File: src/rtl/types_pkg.sv
// Shared display types: BCD time-of-day record, LUT region base and the
// digit-select codes carried in the low nibble of a live-digit character.
package types_pkg;

  typedef struct packed {
    logic [3:0] t_10h;
    logic [3:0] t_1h;
    logic [3:0] t_10m;
    logic [3:0] t_1m;
    logic [3:0] t_10s;
    logic [3:0] t_1s;
    logic [3:0] t_100ms;
    logic [3:0] t_10ms;
    logic [3:0] t_1ms;
  } time_t;

  localparam logic [3:0] LUT_BASE = 4'b1000;

  localparam logic [3:0] DSEL_1MS   = 4'd0;
  localparam logic [3:0] DSEL_10MS  = 4'd1;
  localparam logic [3:0] DSEL_100MS = 4'd2;
  localparam logic [3:0] DSEL_1S    = 4'd3;
  localparam logic [3:0] DSEL_10S   = 4'd4;
  localparam logic [3:0] DSEL_1M    = 4'd5;
  localparam logic [3:0] DSEL_10M   = 4'd6;
  localparam logic [3:0] DSEL_1H    = 4'd7;
  localparam logic [3:0] DSEL_10H   = 4'd8;

endpackage

File: src/rtl/disp_digit_sel.sv
// Resolves a display-memory character to the character-generator code:
// literals pass through, live-digit codes become ASCII '0'..'9' from cur_time.
module disp_digit_sel
  import types_pkg::*;
(
  input  time_t      cur_time,
  input  logic [7:0] lchar,
  output logic [7:0] dchar
);

  logic [3:0] digit;

  always_comb begin
    digit = 4'd0;
    case (lchar[3:0])
      DSEL_1MS:   digit = cur_time.t_1ms;
      DSEL_10MS:  digit = cur_time.t_10ms;
      DSEL_100MS: digit = cur_time.t_100ms;
      DSEL_1S:    digit = cur_time.t_1s;
      DSEL_10S:   digit = cur_time.t_10s;
      DSEL_1M:    digit = cur_time.t_1m;
      DSEL_10M:   digit = cur_time.t_10m;
      DSEL_1H:    digit = cur_time.t_1h;
      DSEL_10H:   digit = cur_time.t_10h;
      default:    digit = 4'd0;
    endcase
    if (lchar[7]) dchar = 8'h30 + {4'h0, digit};
    else          dchar = {1'b0, lchar[6:0]};
  end

endmodule

File: src/rtl/disp_ctl_frame.sv
// Display frame builder: walks one display-memory page, resolves each
// character through the LUT and mask, then commits the whole frame at once.
module disp_ctl_frame
  import types_pkg::*;
#(
  parameter int N_CHAR = 32,
  parameter int PAGE_W = 5,
  parameter int ADDR_W = 12
) (
  input  logic                  clk,
  input  logic                  rst_n,
  input  logic                  start,
  input  logic                  disp_ena,
  input  logic [PAGE_W-1:0]     disp_page,
  input  logic                  blink_phase,
  input  time_t                 cur_time,
  output logic [ADDR_W-1:0]     lut_addr,
  input  logic [7:0]            lut_data,
  output logic [N_CHAR*8-1:0]   disp_data,
  output logic                  busy,
  output logic                  frame_done
);

  localparam int IDX_W = $clog2(N_CHAR);
  localparam logic [ADDR_W-1:0] LUT_ADDR_BASE = {LUT_BASE, {(ADDR_W-4){1'b0}}};

  typedef enum logic [10:0] {
    IDLE   = 11'b000_0000_0001,
    CHAR_A = 11'b000_0000_0010,
    MASK_A = 11'b000_0000_0100,
    CHAR_D = 11'b000_0000_1000,
    MASK_D = 11'b000_0001_0000,
    CONV   = 11'b000_0010_0000,
    LUT_A  = 11'b000_0100_0000,
    LUT_W  = 11'b000_1000_0000,
    LUT_D  = 11'b001_0000_0000,
    INS    = 11'b010_0000_0000,
    COMMIT = 11'b100_0000_0000
  } state_e;

  state_e                      state_q, state_d;
  logic [IDX_W-1:0]            idx_q, idx_d;
  logic [PAGE_W-1:0]           page_q, page_d;
  logic                        blink_q, blink_d;
  logic [7:0]                  lchar_q, lchar_d;
  logic [7:0]                  mask_q, mask_d;
  logic [7:0]                  dchar_q, dchar_d;
  logic [7:0]                  seg_q, seg_d;
  logic [ADDR_W-1:0]           lut_addr_q, lut_addr_d;
  logic [N_CHAR-1:0][7:0]      shadow_q, shadow_d;
  logic [N_CHAR-1:0][7:0]      disp_q, disp_d;
  logic                        frame_done_q, frame_done_d;

  logic [7:0]                  dchar_w;
  logic [ADDR_W-1:0]           char_addr;

  // Char byte sits at even address, its mask byte at the following odd one.
  assign char_addr = ADDR_W'({page_q, idx_q, 1'b0});

  disp_digit_sel u_digit_sel (
    .cur_time (cur_time),
    .lchar    (lchar_q),
    .dchar    (dchar_w)
  );

  always_comb begin
    state_d      = state_q;
    idx_d        = idx_q;
    page_d       = page_q;
    blink_d      = blink_q;
    lchar_d      = lchar_q;
    mask_d       = mask_q;
    dchar_d      = dchar_q;
    seg_d        = seg_q;
    lut_addr_d   = lut_addr_q;
    shadow_d     = shadow_q;
    disp_d       = disp_q;
    frame_done_d = 1'b0;
    case (state_q)
      IDLE: begin
        if (start && disp_ena) begin
          page_d  = disp_page;
          blink_d = blink_phase;
          idx_d   = '0;
          state_d = CHAR_A;
        end
      end
      CHAR_A: begin
        lut_addr_d = char_addr;
        state_d    = MASK_A;
      end
      MASK_A: begin
        lut_addr_d = char_addr | ADDR_W'(1);
        state_d    = CHAR_D;
      end
      CHAR_D: begin
        lchar_d = lut_data;
        state_d = MASK_D;
      end
      MASK_D: begin
        mask_d  = lut_data;
        state_d = CONV;
      end
      CONV: begin
        dchar_d = dchar_w;
        state_d = LUT_A;
      end
      LUT_A: begin
        lut_addr_d = LUT_ADDR_BASE | ADDR_W'(dchar_q);
        state_d    = LUT_W;
      end
      LUT_W: state_d = LUT_D;
      LUT_D: begin
        seg_d   = (blink_q && lchar_q[7:6] == 2'b11) ? 8'h00 : lut_data;
        state_d = INS;
      end
      INS: begin
        shadow_d[idx_q] = seg_q ^ mask_q;
        if (idx_q == IDX_W'(N_CHAR - 1)) begin
          state_d = COMMIT;
        end else begin
          idx_d   = idx_q + IDX_W'(1);
          state_d = CHAR_A;
        end
      end
      COMMIT: begin
        disp_d       = shadow_q;
        frame_done_d = 1'b1;
        idx_d        = '0;
        state_d      = IDLE;
      end
      default: state_d = IDLE;
    endcase
    // Losing enable abandons the partial frame; the displayed frame stays.
    if (state_q != IDLE && !disp_ena) begin
      state_d      = IDLE;
      disp_d       = disp_q;
      frame_done_d = 1'b0;
    end
  end

  always_ff @(posedge clk or negedge rst_n) begin
    if (!rst_n) begin
      state_q      <= IDLE;
      idx_q        <= '0;
      page_q       <= '0;
      blink_q      <= 1'b0;
      lchar_q      <= '0;
      mask_q       <= '0;
      dchar_q      <= '0;
      seg_q        <= '0;
      lut_addr_q   <= '0;
      shadow_q     <= '0;
      disp_q       <= '0;
      frame_done_q <= 1'b0;
    end else begin
      state_q      <= state_d;
      idx_q        <= idx_d;
      page_q       <= page_d;
      blink_q      <= blink_d;
      lchar_q      <= lchar_d;
      mask_q       <= mask_d;
      dchar_q      <= dchar_d;
      seg_q        <= seg_d;
      lut_addr_q   <= lut_addr_d;
      shadow_q     <= shadow_d;
      disp_q       <= disp_d;
      frame_done_q <= frame_done_d;
    end
  end

  assign lut_addr   = lut_addr_q;
  assign disp_data  = disp_q;
  assign busy       = (state_q != IDLE);
  assign frame_done = frame_done_q;

endmodule

File: config.mk
export PLATFORM = sky130hd
export DESIGN_NAME = disp_ctl_frame
export DESIGN_NICKNAME = d
export VERILOG_FILES = /design/src/rtl/types_pkg.sv /design/src/rtl/disp_digit_sel.sv /design/src/rtl/disp_ctl_frame.sv
export SDC_FILE = /design/constraint.sdc
export NUM_CORES = 1
export LEC_CHECK = 0
export BUFFER_PORTS_ARGS = -buffer_cell sky130_fd_sc_hd__buf_2
export CAP_MARGIN = 25
export CORE_MARGIN = 2
export CORE_UTILIZATION = 50
export DETAILED_ROUTE_END_ITERATION = 12
export PLACE_DENSITY_LB_ADDON = 0.12
export SETUP_SLACK_MARGIN = 0.02
export SYNTH_ARGS = -nofsm -noshare
export SYNTH_HDL_FRONTEND = slang
export SYNTH_SLANG_ARGS = --single-unit
File: constraint.sdc
create_clock -name clk -period 6.4 [get_ports clk]
set_input_delay 0 -clock clk [delete_from_list [all_inputs] [get_ports clk]]
set_output_delay 0 -clock clk [all_outputs]
set_load 0.01 [all_outputs]
==> results of run 1 <==
==> final timing paths <==
path / cells past startpoint / startpoint / endpoint
min in group clk: 3 / disp_page[4] / page_q[4]$_DFFE_PN0P_
min reg2reg: 2 / dchar_q[4]$_DFFE_PN0N_ / dchar_q[4]$_DFFE_PN0N_
max reg2reg: 5 / state_q[2]$_DFFE_PN0P_ / shadow_q[113]$_DFFE_PN0P_
min: 3 / rst_n / disp_data[65]$_DFFE_PN0P_
max: 5 / state_q[2]$_DFFE_PN0P_ / shadow_q[113]$_DFFE_PN0P_
max in group asynchronous: 3 / rst_n / idx_q[0]$_DFFE_PN0P_
==> through the flow <==
| step | power [mW] | std cells |
|---|---|---|
| finish | 7.67 | 2471 |
| global route | 7.96 | 2470 |
| CTS | 7.76 | 2467 |
| detailed placement | 4.29 | 2330 |
| global placement | 4.28 | 2330 |
| floorplan | 4.04 | 1473 |
==> layout by cell type (no fill, tap or decap), types with 6 or more instances in the layout <==
master	count
clkbuf_1	11
clkbuf_16	58
mux2_1	306
nor3_1	8
xor2_4	8
o21ai_0	22
clkinv_2	8
nand2_1	51
inv_1	9
mux2_2	228
a21oi_1	6
nor2b_1	7
nor3_2	6
nand3_4	32
dlygate4sd3_1	30
nand3_1	14
clkbuf_8	22
nand4_1	10
mux2i_1	15
buf_2	322
a31oi_1	6
dfrtp_1	577
buf_4	18
nor2_1	15
==> kinds of logic after synthesis <==
group,synth area share [%]
adder cells (fa/ha/maj),0.272
AO/OA/AOI/OAI,1.61
buffers and inverters,2.05
flip-flops,62.9
multiplexers,26.9
XOR/XNOR,0.457
AND/OR/NAND/NOR,5.75
==> flip-flops by register name (all words and copies together), names as in the netlist <==
signal / flops
disp_data: 256
shadow_q: 256
lut_addr: 12
state_q: 11
lchar_q: 8
mask_q: 8
seg_q: 8
dchar_q: 7
idx_q: 5
page_q: 5
blink_q: 1
frame_done: 1
==> layout make-up <==
| cell class | count | area, um2 | share of cell area [%] |
|---|---|---|---|
| antenna | 1 | 2.50 | 0.00906 |
| clock buffer | 91 | 1800 | 6.50 |
| clock inverter | 15 | 171 | 0.620 |
| inverter | 10 | 37.5 | 0.136 |
| multi-input combinational | 798 | 8200 | 29.7 |
| sequential | 578 | 14500 | 52.3 |
| tap | 600 | 751 | 2.72 |
| timing repair buffer | 378 | 2210 | 8.01 |
==> per-layer routing <==
layer | track usage [%] | vias to the layer above | share of wire, %
li1 | - | 5974 | -
met1 | 31.9 | 7003 | 44
met2 | 37.4 | 281 | 48
met3 | 4.72 | 79 | 5.6
met4 | 6.96 | 0 | 2.2
met5 | 0 | - | 0
==> power by group through the flow <==
stage / Clock [mW] / Sequential [mW] / Combinational [mW]
2_1_floorplan: 0 / 3.83 / 0.211
3_3_place_gp: 0 / 3.84 / 0.434
3_5_place_dp: 0 / 3.85 / 0.443
4_1_cts: 3.52 / 3.78 / 0.460
5_1_grt: 3.68 / 3.79 / 0.498
6_report: 3.44 / 3.78 / 0.449
==> timing repair <==
action                    in CTS  in global routing
hold endpoints to repair     116                  0
buffers inserted               0                  0
hold buffers                  31                  0
==> critical path: stages (launching register included) <==
cell and delay (ns):
dfrtp_1 0.47, nor3_2 0.64, and4_4 0.65, buf_4 0.63, nand3_4 0.24, mux2_1 0.39
==> impl_results.md, run 1 <==
- Run status: finished, final reports clean
- 1st-pass router iterations: 4
- Most common cell in the synthesized netlist: dfrtp_1
- # setup viols final: 0
- Number of synthesized flops with an enable pin: 0
- Max Buffers Root-to-Sink: 3
- Place WS: 2.88 ns
- DRT Wirelength: 54300 um
- Initial antenna violation count: 1
- Pleak: 15.0 nW
- Max IR drop VDD: 0.000216 V
- Worst-Margin Slew: 1.08 ns
- CTS buffer count: 58
- Final hold vios: 0
- Synth Cell Area: 23000 um2
- Seq pwr share: 49.3%
- Setup CP Type: register to register
- Filler cell count: 3514
- Area Growth Syn to Fin: 20.2%
- Post-cts repair resize count: 0
- CTS tree: done
- Fraction of layout cells with a size suffix above 1: 38.6%
- Vias per inst: 5.40
- Sw Pwr: 1.77 mW
- Seq/Total Area, Yosys: 62.9%
- Final nets: 1883
- Max_slew headroom: 27.8%
- Die area: 47700 um2
- R2R Setup Slk: 3.22 ns
- Top post-synthesis cells by area: dfrtp_1, mux2_1, mux2_2
- Mapped Nets: 1532
- CP arrival: 3.66 ns
- Die Y: 218 um
- 1st-iter DRT viols: 732
- Sw Ratio: 23.1%
- Starting density of the core: 50.6%
- Crit-path max FO: 25
- GRT Total Usage: 23.2%
- Post-DP HPWL: 34500 um
- FMAX: 0.315 GHz
- Worst Setup End Kind: register
- Post-layout util: 60.9%
- Setup Skew: 0.0188 ns
- PwrDens: 278 nW/um2
- Largest net degree at the start of global routing: 183
- Routability cong.: 0.794
- Skew-Pair Late Insertion Delay: 0.62 ns
- Vias in the first global route: 13840
- Via Count: 13337
- Core area: 45400 um2
- Final Cell Area: 27600 um2
- # IOs: 324
- WHS: 0.0244 ns
- Syn. warnings: 0
- Required time of the critical path: 6.89 ns
- Final setup margin: 3.22 ns
- Max Slew Vio Count: 0
- Yosys reg bits: 578
- Unrepaired setup endpoints after global routing: no
- Root Buffer: clkbuf_16
- Synth cell types: 52
- Crit path launch type: register
- Clock Power Share: 44.8%
- Synth top area share: 62.8%
- Minimum clock period after layout: 3.18 ns
- Rows: 78
- Mapped Cells: 1473
- DR DRC count: 0
- H-tree depth: 2
- CTS clk-pin slew, worst paths: 0.06 ns
- Chip Width: 218 um
- Final period util: 49.6%
- Synth Flop Type: dfrtp_1
- Final global-route overflow total: 0
- Avg Cell Area, Syn: 15.6 um2
- Setup TNS: 0 ns
- Commonest cells in the netlist: dfrtp_1, mux2_1, mux2_2
- Port buffer count: 323
- Synth area leader: dfrtp_1
- Drt wl/cell: 22.0 um
- Post-synth ARST share: 100%
- Comb power frac: 5.9%
- DP Area: 25300 um2
- First-pass GRT wire length: 84100 um
- CTS Sinks: 578
- Cell-internal power: 5.90 mW
- Worst min path class: input port to async pin
- Antenna Nets Post-Route: 0
- Max-cap viol count: 0
No activity file was read; power rests on OpenSTA's default activity.
==> run 2: changes to the inputs <==
Clock period 6.4 ns to 3.1 ns, I/O delays scaled along.
==> impl_results.md, run 2 (synthesized netlist as in run 1, its figures left out) <==
- Run status: finished, final reports clean (unchanged)
- DR DRC count: 0 (unchanged)
- Rows: 78 (unchanged)
- Final nets: 1903 (was 1883)
- 1st-iter DRT viols: 844 (was 732)
- Final global-route overflow total: 0 (unchanged)
- H-tree depth: 2 (unchanged)
- CTS tree: done (unchanged)
- Via Count: 13382 (was 13337)
- 1st-pass router iterations: 4 (unchanged)
- Critical-path top delay cell: dfrtp_1 (was and4_4)
- Minimum clock period after layout: 2.74 ns (was 3.18 ns)
- Max Slew Vio Count: 0 (unchanged)
- Hold depth: 3
- Worst-path cell chain: or3_1, o21ai_0, a2bb2oi_1, dlygate4sd3_1, a31oi_1, dlygate4sd3_1 (was nor3_2, and4_4, buf_4, nand3_4, mux2_1)
- CP arrival: 3.29 ns (was 3.66 ns)
- Most common cell after layout, fill and taps aside: dfrtp_1 (unchanged)
- Max IR drop VDD: 0.000562 V (was 0.000216 V)
- R2R Setup Slk: 0.36 ns (was 3.22 ns)
- Reg2Reg Depth: 6 (was 5)
- Crit-path max FO: 20 (was 25)
- Unrepaired setup endpoints after global routing: no (unchanged)
- Dpl cells: 2351 (was 2330)
- Max_slew headroom: 34.7% (was 27.8%)
- Skew-Pair Late Insertion Delay: 0.62 ns (about the same)
- Core area: 45400 um2 (unchanged)
- Setup TNS: 0 ns (unchanged)
- Area Growth Syn to Fin: 21.2% (was 20.2%)
- Worst min path class: input port to register (was input port to async pin)
- CTS clk-pin slew, worst paths: 0.06 ns (about the same)
- Die area: 47700 um2 (unchanged)
- CTS Sinks: 578 (unchanged)
- Setup crit start: lchar_q[2]$_DFFE_PN0N_ (was state_q[2]$_DFFE_PN0P_)
- Chip Width: 218 um (unchanged)
- Critical path's largest stage delay: 0.64 ns (was 0.65 ns)
- Die Y: 218 um (unchanged)
- Max Buffers Root-to-Sink: 3 (unchanged)
- Max-cap viol count: 0 (unchanged)
- CTS buffer count: 58 (unchanged)
- FMAX: 0.364 GHz (was 0.315 GHz)
- Final hold vios: 0 (unchanged)
- Starting density of the core: 50.6% (unchanged)
- Routability cong.: 0.813 (was 0.794)
- # setup viols final: 0 (unchanged)
- Post-cts repair resize count: 0 (unchanged)
- Delay-heaviest family, CP: buffers and inverters (was simple AND/OR/NAND/NOR gates)
- Setup Skew: 0.0181 ns (was 0.0188 ns)
- GRT Total Usage: 22.8% (was 23.2%)
- Worst Setup End Kind: register (unchanged)
- First-pass GRT wire length: 83000 um (was 84100 um)
- Worst hold endpoint: blink_q$_DFFE_PN0P_
- Fin cells: 2491 (was 2471)
- Pleak: 15.2 nW (was 15.0 nW)
- # IOs: 324 (unchanged)
- Post-DP HPWL: 34700 um (was 34500 um)
- Drt wl/cell: 21.3 um (was 22.0 um)
- Root Buffer: clkbuf_16 (unchanged)
- Cts hold-fix bufs: 33 (was 31)
- Initial antenna violation count: 0 (was 1)
- Reg-to-Reg End: dchar_q[3]$_DFFE_PN0N_ (was shadow_q[113]$_DFFE_PN0P_)
- CP dominant cell by count: dlygate4sd3_1
- DRT Wirelength: 53200 um (was 54300 um)
- Final period util: 88.5% (was 49.6%)
- Crit path buffers/inverters: 2 (was 1)
- FF-to-FF Start: lchar_q[2]$_DFFE_PN0N_ (was state_q[2]$_DFFE_PN0P_)
- Most frequent cells in the layout: dfrtp_1, buf_2, mux2_1, mux2_2, clkbuf_16 (unchanged)
- Antenna Cells: 0 (was 1)
- Filler cell count: 3562 (was 3514)
- Vias in the first global route: 14015 (was 13840)
- Antenna Nets Post-Route: 0 (unchanged)
- Worst-Margin Slew: 0.978 ns (was 1.08 ns)
- Required time of the critical path: 3.64 ns (was 6.89 ns)
- Fraction of layout cells with a size suffix above 1: 39.2% (was 38.6%)
- PwrDens: 579 nW/um2 (was 278 nW/um2)
- Port buffer count: 323 (unchanged)
- Vias per inst: 5.37 (was 5.40)
- Setup Buffers After CTS: 0 (unchanged)
- Largest net degree at the start of global routing: 131 (was 183)
- Crit path launch type: register (unchanged)
- Setup CP Type: register to register (unchanged)
- HP Start: blink_phase
==> run 2: changes by cell type in the layout (fill, tap and decap cells not counted), sizes merged <==
cell	previous run	this run
bufinv	3	9
clkbuf	92	80
buf	347	365
inv	12	11
dlygate4sd3	30	33
clkinv	9	16
diode	1	0
==> run 2: layout make-up <==
class,instances,area [um2],share of cell area (%)
Sequential cell,578,14500,51.9
Clock buffer,80,1670,5.98
Tap cell,600,751,2.69
Inverter,10,37.5,0.135
Multi-Input combinational cell,798,8200,29.4
Timing Repair Buffer,398,2370,8.52
Clock inverter,27,370,1.33
==> run 2: worst max path at each step <==
stage	to	depth (start not counted)	slack, ns
CTS	dchar_q[1]$_DFFE_PN0N_	6	0.36
global route	dchar_q[1]$_DFFE_PN0N_	6	0.16
global placement	disp_data[128]$_DFFE_PN0P_	6	0.78
detailed placement	disp_data[162]$_DFFE_PN0P_	6	0.76
floorplan	idx_q[2]$_DFFE_PN0P_	8	0.88
finish	dchar_q[3]$_DFFE_PN0N_	6	0.36
==> run 2: per-layer routing <==
metal | GRT usage (%) | part of all wire (%) | vias to the layer above
met4 | 6.51 | 2.2 | 0
met1 | 30.9 | 44 | 7031
met2 | 36.9 | 49 | 278
li1 | - | - | 5998
met5 | 0 | 0 | -
met3 | 5.48 | 5.5 | 75
==> run 2: worst reg2reg max path, stage by stage (launching register included) <==
cell and delay [ns]:
dfrtp_1 0.64, or3_1 0.49, o21ai_0 0.18, a2bb2oi_1 0.09, dlygate4sd3_1 0.58, a31oi_1 0.15, dlygate4sd3_1 0.56
==> run 2: report_power, final <==
part	internal [mW]	total (mW)	switching (mW)
Combinational	0.315	0.930	0.615
Clock	4.49	7.39	2.90
Sequential	7.67	7.81	0.137
==> run 2: per-stage QoR <==
step                      worst slack (ns)  util, %  hold WS (ns)  instance area, um2  power (mW)
after global placement               0.778     56.2        0.0535               25500        8.83
after global routing                 0.163     61.4         0.152               27900        16.7
after CTS                            0.364     61.4         0.125               27900        16.3
after detailed placement             0.760     56.2        0.0597               25500        8.85
final                                0.356     61.4         0.162               27900        16.1
after floorplan                      0.880        -        -0.296               23000        8.34
==> run 3: changes to the inputs <==
Settings changed: PLACE_DENSITY set to 0.82, PLACE_DENSITY_LB_ADDON 0.12 to unset.
==> impl_results.md, run 3 (synthesized netlist as in run 1, its figures left out) <==
- Run status: finished, final reports clean (unchanged)
- CTS tree: done (unchanged)
- Area Growth Syn to Fin: 20.5% (was 21.2%)
- Final nets: 1894 (was 1903)
- Unrepaired setup endpoints after global routing: no (unchanged)
- Starting density of the core: 50.6% (unchanged)
- Setup TNS: 0 ns (unchanged)
- Rows: 78 (unchanged)
- Antenna Cells: 0 (unchanged)
- First-pass GRT wire length: 83600 um (was 83000 um)
- GRT Total Usage: 22.9% (was 22.8%)
- Worst-Margin Slew: 0.944 ns (was 0.978 ns)
- 1st-pass router iterations: 5 (was 4)
- Die Y: 218 um (unchanged)
- Crit-path max FO: 18 (was 20)
- CP dominant cell by count: dlygate4sd3_1 (unchanged)
- Drt wl/cell: 21.8 um (was 21.3 um)
- Most frequent cells in the layout: dfrtp_1, buf_2, mux2_1, mux2_2, clkbuf_16 (unchanged)
- CP arrival: 3.31 ns (was 3.29 ns)
- Sequential cell area: 14500 um2 (unchanged)
- Most common cell after layout, fill and taps aside: dfrtp_1 (unchanged)
- Critical path's largest stage delay: 0.62 ns (was 0.64 ns)
- Critical-path top delay cell: dfrtp_1 (unchanged)
- H-tree depth: 2 (unchanged)
- Max Buffers Root-to-Sink: 3 (unchanged)
- Final period util: 90.1% (was 88.5%)
- Final global-route overflow total: 0 (unchanged)
- Post-DP HPWL: 35900 um (was 34700 um)
- CTS buffer count: 56 (was 58)
- Max IR drop VDD: 0.000555 V (was 0.000562 V)
- Total power: 15.6 mW (was 16.1 mW)
- Setup Skew: 0.0144 ns (was 0.0181 ns)
- Skew-Pair Late Insertion Delay: 0.60 ns (was 0.62 ns)
- Crit path launch type: register (unchanged)
- Fraction of layout cells with a size suffix above 1: 39.0% (was 39.2%)
- Minimum clock period after layout: 2.79 ns (was 2.74 ns)
- CTS clk-pin slew, worst paths: 0.06 ns (about the same)
- Antenna Nets Post-Route: 0 (unchanged)
- CTS Sinks: 578 (unchanged)
- Initial antenna violation count: 4 (was 0)
- DRT Wirelength: 53900 um (was 53200 um)
- Max Slew Vio Count: 0 (unchanged)
- Die area: 47700 um2 (unchanged)
- # setup viols final: 0 (unchanged)
- Via Count: 13483 (was 13382)
- Port buffer count: 323 (unchanged)
- PwrDens: 564 nW/um2 (was 579 nW/um2)
- Required time of the critical path: 3.62 ns (was 3.64 ns)
- Pleak: 15.1 nW (was 15.2 nW)
- Largest net degree at the start of global routing: 93 (was 131)
- Vias in the first global route: 14310 (was 14015)
- Vias per inst: 5.45 (was 5.37)
- Worst Setup End Kind: register (unchanged)
- DR DRC count: 0 (unchanged)
- Worst min path class: input port to register (unchanged)
- Area of the multi-input gates: 8200 um2 (unchanged)
- Chip Width: 218 um (unchanged)
- Core area: 45400 um2 (unchanged)
- FMAX: 0.358 GHz (was 0.364 GHz)
- Routability cong.: 0.805 (was 0.813)
- 1st-iter DRT viols: 902 (was 844)
- # IOs: 324 (unchanged)
- WHS: 0.00316 ns (was 0.162 ns)
- Filler cell count: 3337 (was 3562)
- Worst-path cell chain: or3_1, o21ai_0, a2bb2oi_1, dlygate4sd3_1, a31oi_1, dlygate4sd3_1 (unchanged)
- Max-cap viol count: 0 (unchanged)
- Final hold vios: 0 (unchanged)
- Root Buffer: clkbuf_16 (unchanged)
- Setup Buffers After CTS: 0 (unchanged)
- Setup CP Type: register to register (unchanged)
- Max_slew headroom: 36.9% (was 34.7%)
-- run 3: cell count changes in the layout (fill, tap and decap cells not counted), sizes merged --
cell and change:
dlygate4sd3 -7, bufinv -6, inv +2, clkbuf +4, clkinv -8
-- run 3: worst max-delay path: cells and delay by family (launching register included) --
kind	cells	cell delay, ns
AOI/OAI and AO/OA	3	0.42
and+or+nand+nor	1	0.55
DFF	1	0.62
buffers and inverters	2	1.15
-- run 3: cell type report --
type	instances	area share, %
inverters	10	0.136
clock buffers	84	6.10
multi-input cells	798	29.6
well taps	600	2.71
flip-flops and latches	578	52.3
clock inverters	15	0.646
repair buffers	391	8.54
-- run 3: power breakdown --
group	internal [mW]	total [mW]	switching (mW)
Combinational	0.318	0.960	0.642
Sequential	7.67	7.81	0.136
Clock	4.01	6.84	2.84
Total	12.0	15.6	3.62
-- run 3: path summary, 6_finish.rpt --
check	start	to	slack, ns	cells after the start
max reg2reg	lchar_q[1]$_DFFE_PN0N_	dchar_q[3]$_DFFE_PN0N_	0.31	6
max	lchar_q[1]$_DFFE_PN0N_	dchar_q[3]$_DFFE_PN0N_	0.31	6
max in group asynchronous	rst_n	disp_data[44]$_DFFE_PN0P_	2.09	3
min	cur_time[34]	dchar_q[2]$_DFFE_PN0N_	0.003	5
min reg2reg	page_q[2]$_DFFE_PN0P_	lut_addr[8]$_DFFE_PN0P_	0.47	2
min in group asynchronous	rst_n	shadow_q[192]$_DFFE_PN0P_	0.01	2
-- run 3: metrics by stage --
stage	util (%)	cell area, um2	cells	setup WS, ns
CTS	61.0	27700	2476	0.319
floorplan	-	23000	1473	0.880
finish	61.0	27700	2476	0.307
global route	61.0	27700	2476	0.199
detailed placement	56.3	25600	2351	0.726
global placement	56.3	25600	2351	0.804
-- run 3: metal layers --
layer / up-vias / GRT usage, % / part of all wire, %
met5: - / 0 / 0
met4: 0 / 5.94 / 2.1
li1: 5988 / - / -
met2: 358 / 37.8 / 49
met1: 7052 / 31.0 / 43
met3: 85 / 4.79 / 5.4
-- run 3: what timing repair did --
item,4_1_cts,5_1_grt
hold buffers,26,0
resized for setup,0,0
hold endpoints to repair,216,0
